<file path="config.mk">
export PLATFORM = sky130hd
export DESIGN_NAME = c_writeback_buffer
export DESIGN_NICKNAME = d
export VERILOG_FILES = /design/src/rtl/wb_pkg.sv /design/src/rtl/wb_fifo.sv /design/src/rtl/c_writeback_buffer.sv
export SDC_FILE = /design/constraint.sdc
export NUM_CORES = 1
export LEC_CHECK = 0
export ABC_AREA = 1
export CORE_ASPECT_RATIO = 1.25
export CORE_MARGIN = 1.5
export CORE_UTILIZATION = 34
export CTS_CLUSTER_DIAMETER = 40
export DETAILED_ROUTE_END_ITERATION = 10
export DONT_BUFFER_PORTS = 1
export GPL_TIMING_DRIVEN = 0
export MAX_ROUTING_LAYER = met4
export PLACE_DENSITY = 0.61
export SLEW_MARGIN = 20
export SYNTH_ARGS = -nofsm -noshare
export SYNTH_HDL_FRONTEND = slang
export SYNTH_SLANG_ARGS = --single-unit
</file>
<file path="constraint.sdc">
create_clock -name clk -period 4.7 [get_ports clk]
set_input_delay 1.41 -clock clk [delete_from_list [all_inputs] [get_ports clk]]
set_output_delay 1.41 -clock clk [all_outputs]
set_load 0.005 [all_outputs]
</file>
<file path="src/rtl/wb_pkg.sv">
// Shared types and helpers for the C-result writeback buffer.
package wb_pkg;

  // Address width of the C write port and of the memory drain port.
  localparam int unsigned C_ADDR_W = 32;

  // Flush/drain controller states.
  typedef enum logic [1:0] {
    StIdle,
    StRun,
    StFlush,
    StDone
  } wb_state_e;

  // True when a linear C index falls inside an n x n tile.
  function automatic logic in_range(input logic [C_ADDR_W-1:0] addr, input int unsigned n);
    return addr < C_ADDR_W'(n * n);
  endfunction

endpackage

</file>
<file path="src/rtl/wb_fifo.sv">
// Small synchronous FIFO with a registered head: an entry pushed into an empty
// FIFO becomes visible on head_o one cycle later.
module wb_fifo #(
  parameter int unsigned Depth = 4,
  parameter int unsigned Width = 48
) (
  input  logic             clk_i,
  input  logic             reset_i,
  input  logic             push_i,
  input  logic             pop_i,
  input  logic [Width-1:0] din_i,
  output logic             full_o,
  output logic             empty_o,
  output logic [Width-1:0] head_o
);

  localparam int unsigned PtrW = $clog2(Depth);
  localparam int unsigned CntW = PtrW + 1;

  logic [Width-1:0] mem_q [Depth];
  logic [PtrW-1:0]  wr_ptr_q, wr_ptr_d;
  logic [PtrW-1:0]  rd_ptr_q, rd_ptr_d;
  logic [CntW-1:0]  count_q, count_d;
  logic             do_push, do_pop;

  assign full_o  = (count_q == CntW'(Depth));
  assign empty_o = (count_q == '0);
  assign head_o  = mem_q[rd_ptr_q];

  // A push into a full FIFO is only legal when the head leaves in the same cycle.
  assign do_pop  = pop_i && !empty_o;
  assign do_push = push_i && (!full_o || do_pop);

  // Next-state for pointers and occupancy; pointers wrap naturally (Depth is 2^k).
  always_comb begin
    wr_ptr_d = wr_ptr_q;
    rd_ptr_d = rd_ptr_q;
    count_d  = count_q;
    if (do_push) wr_ptr_d = wr_ptr_q + PtrW'(1);
    if (do_pop)  rd_ptr_d = rd_ptr_q + PtrW'(1);
    count_d = count_q + CntW'(do_push) - CntW'(do_pop);
  end

  // Pointer and occupancy registers with synchronous reset.
  always_ff @(posedge clk_i) begin
    if (reset_i) begin
      wr_ptr_q <= '0;
      rd_ptr_q <= '0;
      count_q  <= '0;
    end else begin
      wr_ptr_q <= wr_ptr_d;
      rd_ptr_q <= rd_ptr_d;
      count_q  <= count_d;
    end
  end

  // Entry storage; contents are don't-care while not counted as occupied.
  always_ff @(posedge clk_i) begin
    if (do_push) mem_q[wr_ptr_q] <= din_i;
  end

endmodule

</file>
<file path="src/rtl/c_writeback_buffer.sv">
// Buffers C-result writes from the control FSM, drains them to a stallable
// memory, tracks committed tile entries and handles host flush requests.
module c_writeback_buffer
  import wb_pkg::*;
#(
  parameter int unsigned N     = 3,
  parameter int unsigned W     = 8,
  parameter int unsigned DEPTH = 4
) (
  input  logic                       clk,
  input  logic                       reset,
  input  logic                       write_en_C,
  input  logic [C_ADDR_W-1:0]        write_addr_C,
  input  logic signed [2*W-1:0]      C_in,
  input  logic                       flush_req,
  output logic                       mem_wr_en,
  output logic [C_ADDR_W-1:0]        mem_wr_addr,
  output logic signed [2*W-1:0]      mem_wr_data,
  input  logic                       mem_ready,
  output logic                       buf_full,
  output logic                       buf_empty,
  output logic                       tile_complete,
  output logic                       flush_done,
  output logic                       overflow_err,
  output logic                       range_err,
  output logic                       dup_err,
  output logic [31:0]                committed_count
);

  localparam int unsigned Cells = N * N;
  localparam int unsigned IdxW  = (Cells > 1) ? $clog2(Cells) : 1;
  localparam int unsigned EntW  = C_ADDR_W + 2 * W;

  wb_state_e         state_q, state_d;
  logic [Cells-1:0]  bitmap_q, bitmap_d;
  logic              overflow_q, overflow_d;
  logic              range_q, range_d;
  logic              dup_q, dup_d;
  logic [31:0]       count_q, count_d;

  logic              addr_ok;
  logic              push, pop;
  logic              dup_hit;
  logic [IdxW-1:0]   pop_idx;
  logic [EntW-1:0]   head;

  assign addr_ok   = in_range(write_addr_C, N);
  assign mem_wr_en = !buf_empty;
  assign pop       = mem_wr_en && mem_ready;
  // Full FIFO still accepts when the head drains this cycle.
  assign push      = write_en_C && addr_ok && (!buf_full || pop);

  assign mem_wr_addr = head[EntW-1:2*W];
  assign mem_wr_data = head[2*W-1:0];
  assign pop_idx     = mem_wr_addr[IdxW-1:0];

  wb_fifo #(
    .Depth (DEPTH),
    .Width (EntW)
  ) u_fifo (
    .clk_i   (clk),
    .reset_i (reset),
    .push_i  (push),
    .pop_i   (pop),
    .din_i   ({write_addr_C, C_in}),
    .full_o  (buf_full),
    .empty_o (buf_empty),
    .head_o  (head)
  );

  // High for the single cycle in which the registered bitmap is all ones.
  assign tile_complete = &bitmap_q;

  // Bitmap update: the tile-complete clear happens first, then this cycle's pop.
  always_comb begin
    bitmap_d = bitmap_q;
    dup_hit  = 1'b0;
    if (tile_complete) bitmap_d = '0;
    if (pop) begin
      dup_hit           = bitmap_d[pop_idx];
      bitmap_d[pop_idx] = 1'b1;
    end
  end

  // Sticky error flags and the commit counter.
  always_comb begin
    overflow_d = overflow_q;
    range_d    = range_q;
    dup_d      = dup_q;
    count_d    = count_q;
    if (write_en_C && !addr_ok)                    range_d    = 1'b1;
    if (write_en_C && addr_ok && buf_full && !pop) overflow_d = 1'b1;
    if (dup_hit)                                   dup_d      = 1'b1;
    if (pop)                                       count_d    = count_q + 32'd1;
  end

  // Flush controller next-state and outputs.
  always_comb begin
    state_d    = state_q;
    flush_done = 1'b0;
    unique case (state_q)
      StIdle: begin
        if (flush_req)  state_d = StFlush;
        else if (push)  state_d = StRun;
      end
      StRun: begin
        if (flush_req) state_d = StFlush;
      end
      StFlush: begin
        if (buf_empty && !write_en_C) state_d = StDone;
      end
      StDone: begin
        flush_done = 1'b1;
        state_d    = StIdle;
      end
      default: state_d = StIdle;
    endcase
  end

  // State registers with synchronous reset.
  always_ff @(posedge clk) begin
    if (reset) begin
      state_q    <= StIdle;
      bitmap_q   <= '0;
      overflow_q <= 1'b0;
      range_q    <= 1'b0;
      dup_q      <= 1'b0;
      count_q    <= '0;
    end else begin
      state_q    <= state_d;
      bitmap_q   <= bitmap_d;
      overflow_q <= overflow_d;
      range_q    <= range_d;
      dup_q      <= dup_d;
      count_q    <= count_d;
    end
  end

  assign overflow_err    = overflow_q;
  assign range_err       = range_q;
  assign dup_err         = dup_q;
  assign committed_count = count_q;

endmodule

</file>
==> summary.md, run 1 <==
| Metric | Value |
|---|---|
| Outcome | completed |
| R2r setup slk | 2.26 ns |
| CP Capture Point | mem_wr_addr[11] |
| Chip Width | 158 um |
| H-tree Lvls | 1 |
| Gate Count Post-Synth | 930 |
| First-pass iteration count of the detailed router | 5 |
| RD Place Congestion | 0.883 |
| Clk Latency, worst-skew pair | 0.55 ns |
| Initial DRC count | 372 |
| Die Ht | 197 um |
| Row Count | 70 |
| Dpl hpwl | 17.0 mm |
| Vias/cell | 4.90 |
| Slowest CP cell | clkbuf_1 |
| Distinct cell type count after synthesis | 44 |
| Leak pwr | 4.11 nW |
| Number of synthesized flops with an enable pin | 192 |
| Largest family of logic cells by synthesized area | simple AND/OR/NAND/NOR gates |
| Filler Cell Count | 2,845 |
| Hold slack | 0.470 ns |
| Total global-route track usage | 0.162 |
| # setup viols final | 0 |
| Crit-path cells | inv_2 > buf_4 > buf_2 > clkbuf_1 > nor2_1 > o22ai_1 |
| Share of cells above drive strength 1 | 0.119 |
| NumNets Final | 1,038 |
| Crit path max fanout | 10 |
| Area growth syn-to-layout | 16.8% |
| Reg2reg end | u_fifo.count_q[2] |
| Crit start category | flop |
| CP Data Required Time | 3.29 ns |
| Slew Limit Fails | 0 |
| Fin. Hold Viols | 0 |
| Clock slew at reported path FFs | 0.06 ns |
| Yosys warnings | 0 |
| Diodes inserted | 0 |
| Dominant synthesized flop cell | edfxtp_1 |
| # hold bufs at CTS | 0 |
| Simple-Gate Fraction of Synth Area | 0.156 |
| Fin Clk Skew | 0.0158 ns |
| Synth Net Count | 996 |
| Met1 WL | 9.40 mm |
| CTS sink cnt | 247 |
| Drt wl/cell | 17.8 um |
| Async S/R FF share, synth | 0 |
| CP endpoint kind | output pin |
| Metal3 WL | 2.50 mm |
| Synth Area in Compound Gates | 0.109 |
| Period utilization | 0.831 |
| Max IR drop VDD | 0.247 mV |
| Maximum clock rate | 256 MHz |
| Synth Area in XOR/XNOR | 0.00512 |
| Mapped cell area | 10,300 um^2 |
| Slew headroom | 0.534 |
| CTS Root Cell | clkbuf_16 |
| Worst-Margin Slew | 0.698 ns |
| Largest net degree at the start of global routing | 24 |
| Core area | 29,400 um^2 |
| Slowest stage delay, CP | 0.45 ns |
| Min-Delay Path Class | reg2reg |
| IO buf count | 0 |
| Post-layout min period | 3.90 ns |
| Die footprint | 31,200 um^2 |
| Routed Antenna Nets | 0 |
| Starting Density | 0.349 |
| Global route overflow | 0 |
| Reg-to-reg startpoint | u_fifo.count_q[2] |
| Crit path DAT | 2.49 ns |
| Crit path kind | reg2out |
| Antenna violations before repair | 0 |
| Maxcap violations | 0 |
| Post-synthesis mux area share | 0.000976 |
| FF+latch count, synth | 247 |
| Drt total wl | 24.7 mm |
| Vias in the first global route | 6,789 |
| Post-Syn Area per Cell | 11.0 um^2 |
| RSZ-0062 raised after global routing | false |
| CTS Buf Count | 31 |
| Total setup buffers inserted after CTS | 0 |
| DRC Markers | 0 |
| First-pass GRT wire length | 37.6 mm |
| CTS tree | built |
| CTS Buffer Depth | 3 |
| Ports | 141 |
| Vias post-DR | 6,819 |
| Resized cells post-CTS | 0 |
| Register-to-Register Path Depth | 10 |
| Layout Utilization | 0.407 |
| DR WL met2 | 12.4 mm |
| Pwr dens | 471 nW/um^2 |
| Seq/Total Area, Yosys | 0.670 |
| Adder-cell share of the synthesized area | 0.0166 |
| Top Layer Used | met4 |
==> metrics by stage <==
step           setup slack [ns]  cells  cell area (um^2)  power (W)  setup TNS (ns)
5_1_grt                   0.621   1391             12000    0.00591               0
4_1_cts                   0.719   1391             12000    0.00570               0
3_5_place_dp              0.904   1335             11000    0.00346               0
6_report                  0.795   1391             12000    0.00564               0
3_3_place_gp              -2.01   1326             10800    0.00344         -371.57
2_1_floorplan            0.0590    930             10300    0.00315               0
==> state kept, by name, indices dropped and copies added (netlist names), named ones only <==
name	flops
bitmap_q	9
committed_count	32
dup_err	1
overflow_err	1
range_err	1
state_q	2
u_fifo.count_q	3
u_fifo.mem_q	192
u_fifo.rd_ptr_q	2
u_fifo.wr_ptr_q	2
==> worst min-delay path by stage <==
stage,from,depth (start not counted),endpoint
2_1_floorplan,u_fifo.rd_ptr_q[1],2,flop
3_3_place_gp,u_fifo.rd_ptr_q[1],2,u_fifo.rd_ptr_q[1]
3_5_place_dp,u_fifo.rd_ptr_q[1],2,u_fifo.rd_ptr_q[1]
4_1_cts,u_fifo.rd_ptr_q[1],2,u_fifo.rd_ptr_q[1]
5_1_grt,u_fifo.rd_ptr_q[1],2,flop
6_report,u_fifo.rd_ptr_q[1],2,u_fifo.rd_ptr_q[1]
==> cells in the mapped netlist, types with 3 or more instances <==
cell type	instances	area, um^2
inv_1	62	233
a21oi_1	29	145
o22ai_1	44	275
buf_2	6	30.0
clkbuf_1	30	113
nand4_1	6	37.5
o21ai_0	107	536
nand2_1	96	360
dfxtp_1	55	1100
nor2_2	5	31.3
ha_1	12	150
nor3_1	13	65.1
xor2_1	4	35.0
nor3_2	5	50.1
o21ai_1	8	40.0
nand3_1	34	170
inv_2	14	52.6
nor2_1	160	601
nor4_1	3	18.8
a22oi_1	8	60.1
nand2_2	4	25.0
edfxtp_1	192	5770
nor2_4	4	45.0
==> logic make-up after synthesis <==
| kind of cell | Yosys count |
|---|---|
| compound gates | 204 |
| mux | 1 |
| simple gates | 345 |
| buf+inv | 114 |
| fa+ha+maj | 13 |
| flops | 247 |
| xor+xnor | 6 |
==> layout by cell type, fill, tap and decap left out, types with 6 or more instances in the layout <==
| cell | instances |
|---|---|
| clkbuf_1 | 31 |
| o21ai_0 | 107 |
| ha_1 | 12 |
| o21ai_1 | 8 |
| nand2_1 | 96 |
| nand3_1 | 34 |
| dfxtp_1 | 55 |
| inv_2 | 14 |
| a21oi_1 | 29 |
| nor3_1 | 13 |
| clkinv_2 | 7 |
| nor2_4 | 8 |
| buf_16 | 6 |
| o22ai_1 | 44 |
| inv_1 | 62 |
| inv_6 | 6 |
| edfxtp_1 | 192 |
| nand4_1 | 6 |
| buf_2 | 6 |
| a22oi_1 | 8 |
| clkbuf_16 | 31 |
| nor2_1 | 156 |
==> area by class of cell <==
cell class / instances / area, um^2 / area share
flip-flops and latches: 247 / 6870 / 0.573
well taps: 396 / 495 / 0.0414
plain buffers: 38 / 158 / 0.0132
inverters: 76 / 285 / 0.0238
clock inverters: 24 / 204 / 0.0170
clock buffers: 32 / 779 / 0.0651
repair buffers: 9 / 215 / 0.0180
multi-input cells: 569 / 2980 / 0.248
==> metal layers <==
layer | up-vias | global-route usage
met5 | - | -
met3 | 39 | 0.0616
met4 | 0 | 0.0350
met1 | 3240 | 0.173
met2 | 186 | 0.282
li1 | 3354 | -
==> worst max-delay path: cells and delay by family, from the launching register on <==
kind                   cells  cell delay [ns]
buffers and inverters      4             1.10
and+or+nand+nor            1             0.08
DFF                        1             0.41
AOI/OAI and AO/OA          1             0.35
==> power by group <==
group | switching [W] | leakage, nW | internal, W
registers | 0.0000526 | 2.17 | 0.00239
clock network | 0.000918 | 0.492 | 0.00133
logic | 0.000678 | 1.45 | 0.000272
No activity file was read; power rests on OpenSTA's default activity.
==> run 2: changes to the inputs <==
PLACE_DENSITY = 0.59   (was 0.61)
clock period = 3.6 ns   (was 4.7 ns; I/O delays follow)
==> run 2 against run 1 <==
Design area up 0.74%. Cell count up 0.29%. Critical path depth unchanged.
==> summary.md, run 2 (synthesis gave the netlist of run 1 again) <==
| Metric | Value |
|---|---|
| Clk Latency, worst-skew pair | 0.49 ns (-0.06 ns) |
| Reg area | 6870 um^2 (unchanged) |
| Internal | 0.00537 W (+34%) |
| Diodes inserted | 0 (unchanged) |
| Chip Width | 158 um (unchanged) |
| Gate power share | 0.166 (-0.003) |
| CTS Buf Count | 34 (+9.7%) |
| CTS Buffer Depth | 3 (unchanged) |
| Multi-input logic area | 2980 um^2 (unchanged) |
| Slew Limit Fails | 0 (unchanged) |
| Fin Clk Skew | 0.0131 ns (-0.00277 ns) |
| Die footprint | 31,200 um^2 (unchanged) |
| Area growth syn-to-layout | 17.7% |
| Drt wl/cell | 17.8 um (+0.18%) |
| Largest net degree at the start of global routing | 23 (-4.2%) |
| First-pass GRT wire length | 37.5 mm (-0.24%) |
| CTS tree | built |
| Pwr dens | 623 nW/um^2 (+32%) |
| First-pass iteration count of the detailed router | 4 (-1) |
| Leak pwr | 4.15 nW (+0.96%) |
| Crit-path cells | inv_2 > buf_4 > buf_2 > clkbuf_2 > nor2_1 > o22ai_1 |
| H-tree Lvls | 2 (+1) |
| Net Switching | 0.00215 W (+30%) |
| Share of cells above drive strength 1 | 0.122 (+0.00353) |
| RD Place Congestion | 0.861 (-2.5%) |
| Slowest stage delay, CP | 0.40 ns (-0.05 ns) |
| # hold bufs at CTS | 0 (unchanged) |
| Fin. Hold Viols | 0 (unchanged) |
| Antenna violations before repair | 0 (unchanged) |
| Row Count | 70 (unchanged) |
| Period utilization | 0.929 |
| Total global-route track usage | 0.163 (+0.00142) |
| Min-Delay Path Class | reg2reg |
| Ports | 141 (unchanged) |
| Crit path DAT | 2.26 ns (-0.23 ns) |
| Outcome | completed |
| Vias in the first global route | 6,716 (-1.1%) |
| Drt total wl | 24.8 mm (+0.47%) |
| IO buf count | 0 (unchanged) |
| Crit path max fanout | 10 (unchanged) |
| CTS Root Cell | clkbuf_16 |
| Vias post-DR | 6,887 (+1.0%) |
| Post-layout min period | 3.34 ns |
| CTS sink cnt | 247 (unchanged) |
| Most frequent cells in the layout | edfxtp_1, nor2_1, o21ai_0, nand2_1, inv_1 |
| Hold slack | 0.477 ns (+0.00742 ns) |
| Clock network fraction of total power | 0.409 (+0.011) |
| Crit path kind | reg2out |
| CP Data Required Time | 2.52 ns (-0.77 ns) |
| Initial DRC count | 394 (+5.9%) |
| Switching part of the total | 0.286 (-0.00624) |
| Starting Density | 0.349 (unchanged) |
| Worst-Margin Slew | 0.587 ns (-0.111 ns) |
| Maxcap violations | 0 (unchanged) |
| Filler Cell Count | 2,836 (-0.32%) |
| Vias/cell | 4.94 (+0.71%) |
| Die Ht | 197 um (unchanged) |
| # setup viols final | 0 (unchanged) |
| Slowest CP cell | dfxtp_1 |
| Met1 usage | 0.179 (+0.00671) |
| Dpl hpwl | 16.9 mm (about the same) |
| Seq pwr share | 0.425 (-0.009) |
| Maximum clock rate | 299 MHz |
| RSZ-0062 raised after global routing | false |
| Busiest layer in global routing | met2 |
| Max FFs per register | 192 (unchanged) |
| Setup tns final | 0 ns (unchanged) |
| Routed Antenna Nets | 0 (unchanged) |
| Met2 Use GR | 0.277 (-0.00534) |
| Max IR drop VDD | 0.356 mV (+44%) |
| NumNets Final | 1,041 (+0.29%) |
| Slew headroom | 0.609 (+0.0751) |
| Clock slew at reported path FFs | 0.05 ns (about the same) |
| Commonest non-fill, non-tap cell in the layout | edfxtp_1 |
| Global route overflow | 0 (unchanged) |
| Crit start category | flop |
| CP endpoint kind | output pin |
| Layout Utilization | 0.410 (+0.00302) |
| Core area | 29,400 um^2 (unchanged) |
| Met3 Use GR | 0.0606 (-0.00110) |
| DRC Markers | 0 (unchanged) |
| Largest Register | u_fifo.mem_q |
run 2: cell count changes in the layout (fill, tap and decap cells not counted), sizes merged:
cell,change
clkinv,-4
inv,-3
clkbuf,+10
clkinvlp,+2
bufinv,-1
run 2: timing repair:
| item | in CTS | in global routing |
|---|---|---|
| resized for setup | 1 | 8 |
| endpoints found under the setup margin | 1 | 8 |
| setup buffers | 0 | 0 |
run 2: worst max-delay path, delay by kind of cell (launching register included):
kind | cells | cell delay [ns]
AND/OR/NAND/NOR | 1 | 0.07
flip-flops | 1 | 0.40
buffers and inverters | 4 | 0.94
AO/OA/AOI/OAI | 1 | 0.36
run 2: layout make-up:
| type | count | area share |
|---|---|---|
| Buffer | 38 | 0.0136 |
| Clock buffer | 42 | 0.0756 |
| Clock inverter | 18 | 0.0113 |
| Inverter | 76 | 0.0236 |
| Multi-Input combinational cell | 569 | 0.247 |
| Sequential cell | 247 | 0.569 |
| Tap cell | 396 | 0.0411 |
| Timing Repair Buffer | 9 | 0.0193 |
run 2: layer usage:
layer,part of all wire,up-vias
met3,0.092,33
met1,0.39,3283
met2,0.50,205
li1,-,3366
met5,0,-
met4,0.015,0
run 2: worst paths after layout:
kind | slack, ns | cells past startpoint | from | endpoint
max | 0.26 | 6 | flop | mem_wr_addr[13]
min | 0.48 | 1 | u_fifo.rd_ptr_q[0] | u_fifo.rd_ptr_q[0]
max reg2reg | 1.18 | 10 | u_fifo.count_q[2] | u_fifo.count_q[2]
min reg2reg | 0.48 | 1 | u_fifo.rd_ptr_q[0] | u_fifo.rd_ptr_q[0]
run 2: per-stage QoR:
stage	area (um^2)	cells	total power, W	worst slack (ns)
floorplan	10300	930	0.00411	-0.711
global placement	10800	1326	0.00451	-2.76
detailed placement	11000	1335	0.00452	0.176
CTS	12100	1395	0.00762	0.0125
global route	12100	1395	0.00790	0.0992
finish	12100	1395	0.00752	0.257
run 2: power by group through the flow:
stage                     registers [W]  clock network (W)  logic [W]
after floorplan                 0.00323                  0   0.000881
after global placement          0.00325                  0    0.00126
after detailed placement        0.00325                  0    0.00127
after CTS                       0.00319            0.00315    0.00128
after global routing            0.00320            0.00328    0.00142
final                           0.00319            0.00308    0.00125
==> run 3: changes to the inputs <==
SETUP_SLACK_MARGIN = 0.5   (was not set)
SKIP_LAST_GASP = 1   (was not set)
==> run 3 against run 2 <==
Hold slack gained 0.0013 ns. Sequential share of layout area shrank 0.88 points. Utilization grew 0.65 points. Setup slack gained 0.34 ns. Cell count is the same. Routed wire length grew 0.85%. Critical path type unchanged. Critical endpoint is now mem_wr_addr[15].
==> summary.md, run 3 (synthesis gave the netlist of run 1 again) <==
| Metric | Value |
|---|---|
| Outcome | completed |
| Total global-route track usage | 0.163 (about the same) |
| # setup viols final | 0 (unchanged) |
| CTS Buffer Depth | 3 (unchanged) |
| Crit path top cell by count | clkbuf_4 |
| Min-Delay Path Class | reg2reg |
| Maximum clock rate | 333 MHz (+11%) |
| Max IR drop VDD | 0.408 mV (+15%) |
| Worst-Margin Slew | 0.649 ns (+0.0619 ns) |
| Dpl hpwl | 17.1 mm (+0.80%) |
| NumNets Final | 1,042 (+0.096%) |
| CTS Buf Count | 35 (+2.9%) |
| Layout Cells excl Fill | 1,395 (unchanged) |
| Die footprint | 31,200 um^2 (unchanged) |
| Largest Register | u_fifo.mem_q |
| Placed inst area | 11,000 um^2 (-0.25%) |
| Global route overflow | 0 (unchanged) |
| Register-to-Register Path Depth | 10 (unchanged) |
| Slew Limit Fails | 0 (unchanged) |
| Drt total wl | 25.0 mm (+0.85%) |
| Critical Path Stages | 5 (-1) |
| Commonest non-fill, non-tap cell in the layout | edfxtp_1 |
| Vias/cell | 4.93 (-0.23%) |
| CP Data Required Time | 2.52 ns (about the same) |
| Fin Clk Skew | 0.0268 ns (+0.0138 ns) |
| H-tree Lvls | 2 (unchanged) |
| RD Place Congestion | 0.892 (+3.6%) |
| Multi-input logic area | 3030 um^2 (+1.9%) |
| Crit path max fanout | 10 (unchanged) |
| Crit-path cells | buf_4 > clkbuf_4 > clkbuf_4 > nor2_1 > o22ai_1 |
| Dpl cells | 1,334 (-0.075%) |
| Hold slack | 0.479 ns (+0.00131 ns) |
| RSZ-0062 raised after global routing | false |
| CTS Root Cell | clkbuf_16 |
| Vias in the first global route | 6,726 (+0.15%) |
| Pwr dens | 640 nW/um^2 (+2.7%) |
| Slowest CP cell | dfxtp_2 |
| Crit path kind | reg2out |
| Period utilization | 0.834 (-0.0944) |
| Row Count | 70 (unchanged) |
| Max FFs per register | 192 (unchanged) |
| Critical path buffers and inverters | 3 (-1) |
| Fin. Hold Viols | 0 (unchanged) |
| Delay-heaviest family, CP | buffers and inverters |
| Vias post-DR | 6,871 (-0.23%) |
| Diodes inserted | 0 (unchanged) |
| Reg area | 6870 um^2 (about the same) |
| Core area | 29,400 um^2 (unchanged) |
| Drt wl/cell | 17.9 um (+0.85%) |
| Leak pwr | 4.27 nW (+2.9%) |
| Share of cells above drive strength 1 | 0.153 (+0.0310) |
| First-pass GRT wire length | 37.5 mm (about the same) |
| Slew headroom | 0.568 (-0.0413) |
| Post-layout min period | 3.00 ns (-0.340 ns) |
| # hold bufs at CTS | 0 (unchanged) |
| IO buf count | 0 (unchanged) |
| Ports | 141 (unchanged) |
| Antenna violations before repair | 0 (unchanged) |
| CTS sink cnt | 247 (unchanged) |
| CP endpoint kind | output pin |
| Filler Cell Count | 2,874 (+1.3%) |
| Fin area | 12,300 um^2 (+1.6%) |
| Reg-to-reg startpoint | u_fifo.count_q[2] |
| DRC Markers | 0 (unchanged) |
| Starting Density | 0.349 (unchanged) |
| Crit start category | flop |
| Total power | 0.00785 W (+4.4%) |
| Most frequent cells in the layout | edfxtp_1, nor2_1, o21ai_0, nand2_1, inv_1 |
| Clk Latency, worst-skew pair | 0.49 ns (about the same) |
| Largest net degree at the start of global routing | 23 (unchanged) |
| Maxcap violations | 0 (unchanged) |
| Layout Utilization | 0.417 (+0.00650) |
| Slowest stage delay, CP | 0.41 ns (about the same) |
| Initial DRC count | 285 (-28%) |
| Routed Antenna Nets | 0 (unchanged) |
| Die Ht | 197 um (unchanged) |
| Area growth syn-to-layout | 19.5% |
| R2r setup slk | 1.18 ns (about the same) |
| Hold path cells | 2 (+1) |
| First-pass iteration count of the detailed router | 5 (+1) |
| Crit path DAT | 1.92 ns (-0.34 ns) |
| Reg2reg end | u_fifo.count_q[2] |
| Clock slew at reported path FFs | 0.05 ns (about the same) |
| CTS tree | built |
| Hold Crit Start | u_fifo.rd_ptr_q[1] |
| Chip Width | 158 um (unchanged) |
==> run 3: changes by cell type in the layout (fill, tap and decap cells not counted), moves of 3 or more <==
cell / before / now
clkbuf_1: 31 / 11
clkbuf_2: 5 / 17
o22ai_1: 44 / 35
o22ai_2: 0 / 9
bufinv_16: 1 / 5
clkbuf_4: 0 / 4
buf_2: 6 / 3
==> run 3: power breakdown <==
group	internal [W]	total, W	switching, W
Clock	0.00214	0.00334	0.00120
Sequential	0.00313	0.00319	0.0000659
Combinational	0.000409	0.00132	0.000906
Total	0.00568	0.00785	0.00217
==> run 3: final cells by class <==
cell class | count | area share
buffer | 38 | 0.0181
clock buffer | 38 | 0.0724
clock inverter | 22 | 0.0210
inverter | 76 | 0.0233
multi-input combinational | 569 | 0.247
sequential | 247 | 0.560
tap | 396 | 0.0404
timing repair buffer | 9 | 0.0173
==> run 3: through the flow <==
| step | TNS (ns) | setup WS [ns] |
|---|---|---|
| 6_report | 0 | 0.597 |
| 5_1_grt | 0 | 0.510 |
| 4_1_cts | 0 | 0.500 |
| 3_5_place_dp | 0 | 0.0749 |
| 3_3_place_gp | -248.93 | -1.35 |
| 2_1_floorplan | 0 | 0.0561 |
==> run 3: per-layer routing <==
metal / part of all wire / track usage / wire, um / vias up
met5: 0 / - / 0 / -
met4: 0.018 / 0.0467 / 452 / 0
met3: 0.082 / 0.0516 / 2050 / 32
met2: 0.51 / 0.283 / 12700 / 204
met1: 0.39 / 0.178 / 9870 / 3268
li1: - / - / - / 3367
==> run 3: how the worst max path moves through the flow <==
stage                          end
2_1_floorplan   u_fifo.mem_q[0][0]
3_3_place_gp   u_fifo.mem_q[0][44]
3_5_place_dp   u_fifo.mem_q[0][41]
4_1_cts            mem_wr_addr[20]
5_1_grt            mem_wr_addr[15]
6_report           mem_wr_addr[15]
==> run 3: worst register-to-register path: cells and delay by family, from the launching register on <==
family / cells / cell delay (ns)
adders and majority gates: 2 / 0.63
xor gates and xnor gates: 1 / 0.16
buffers and inverters: 3 / 0.23
and+or+nand+nor: 4 / 0.91
DFF: 1 / 0.35
==> run 3: what timing repair did <==
action | in CTS | in global routing
endpoints found under the setup margin | 44 | 34
buffers inserted | 0 | 1
pin swaps | 0 | 1
gates resized for setup | 36 | 8
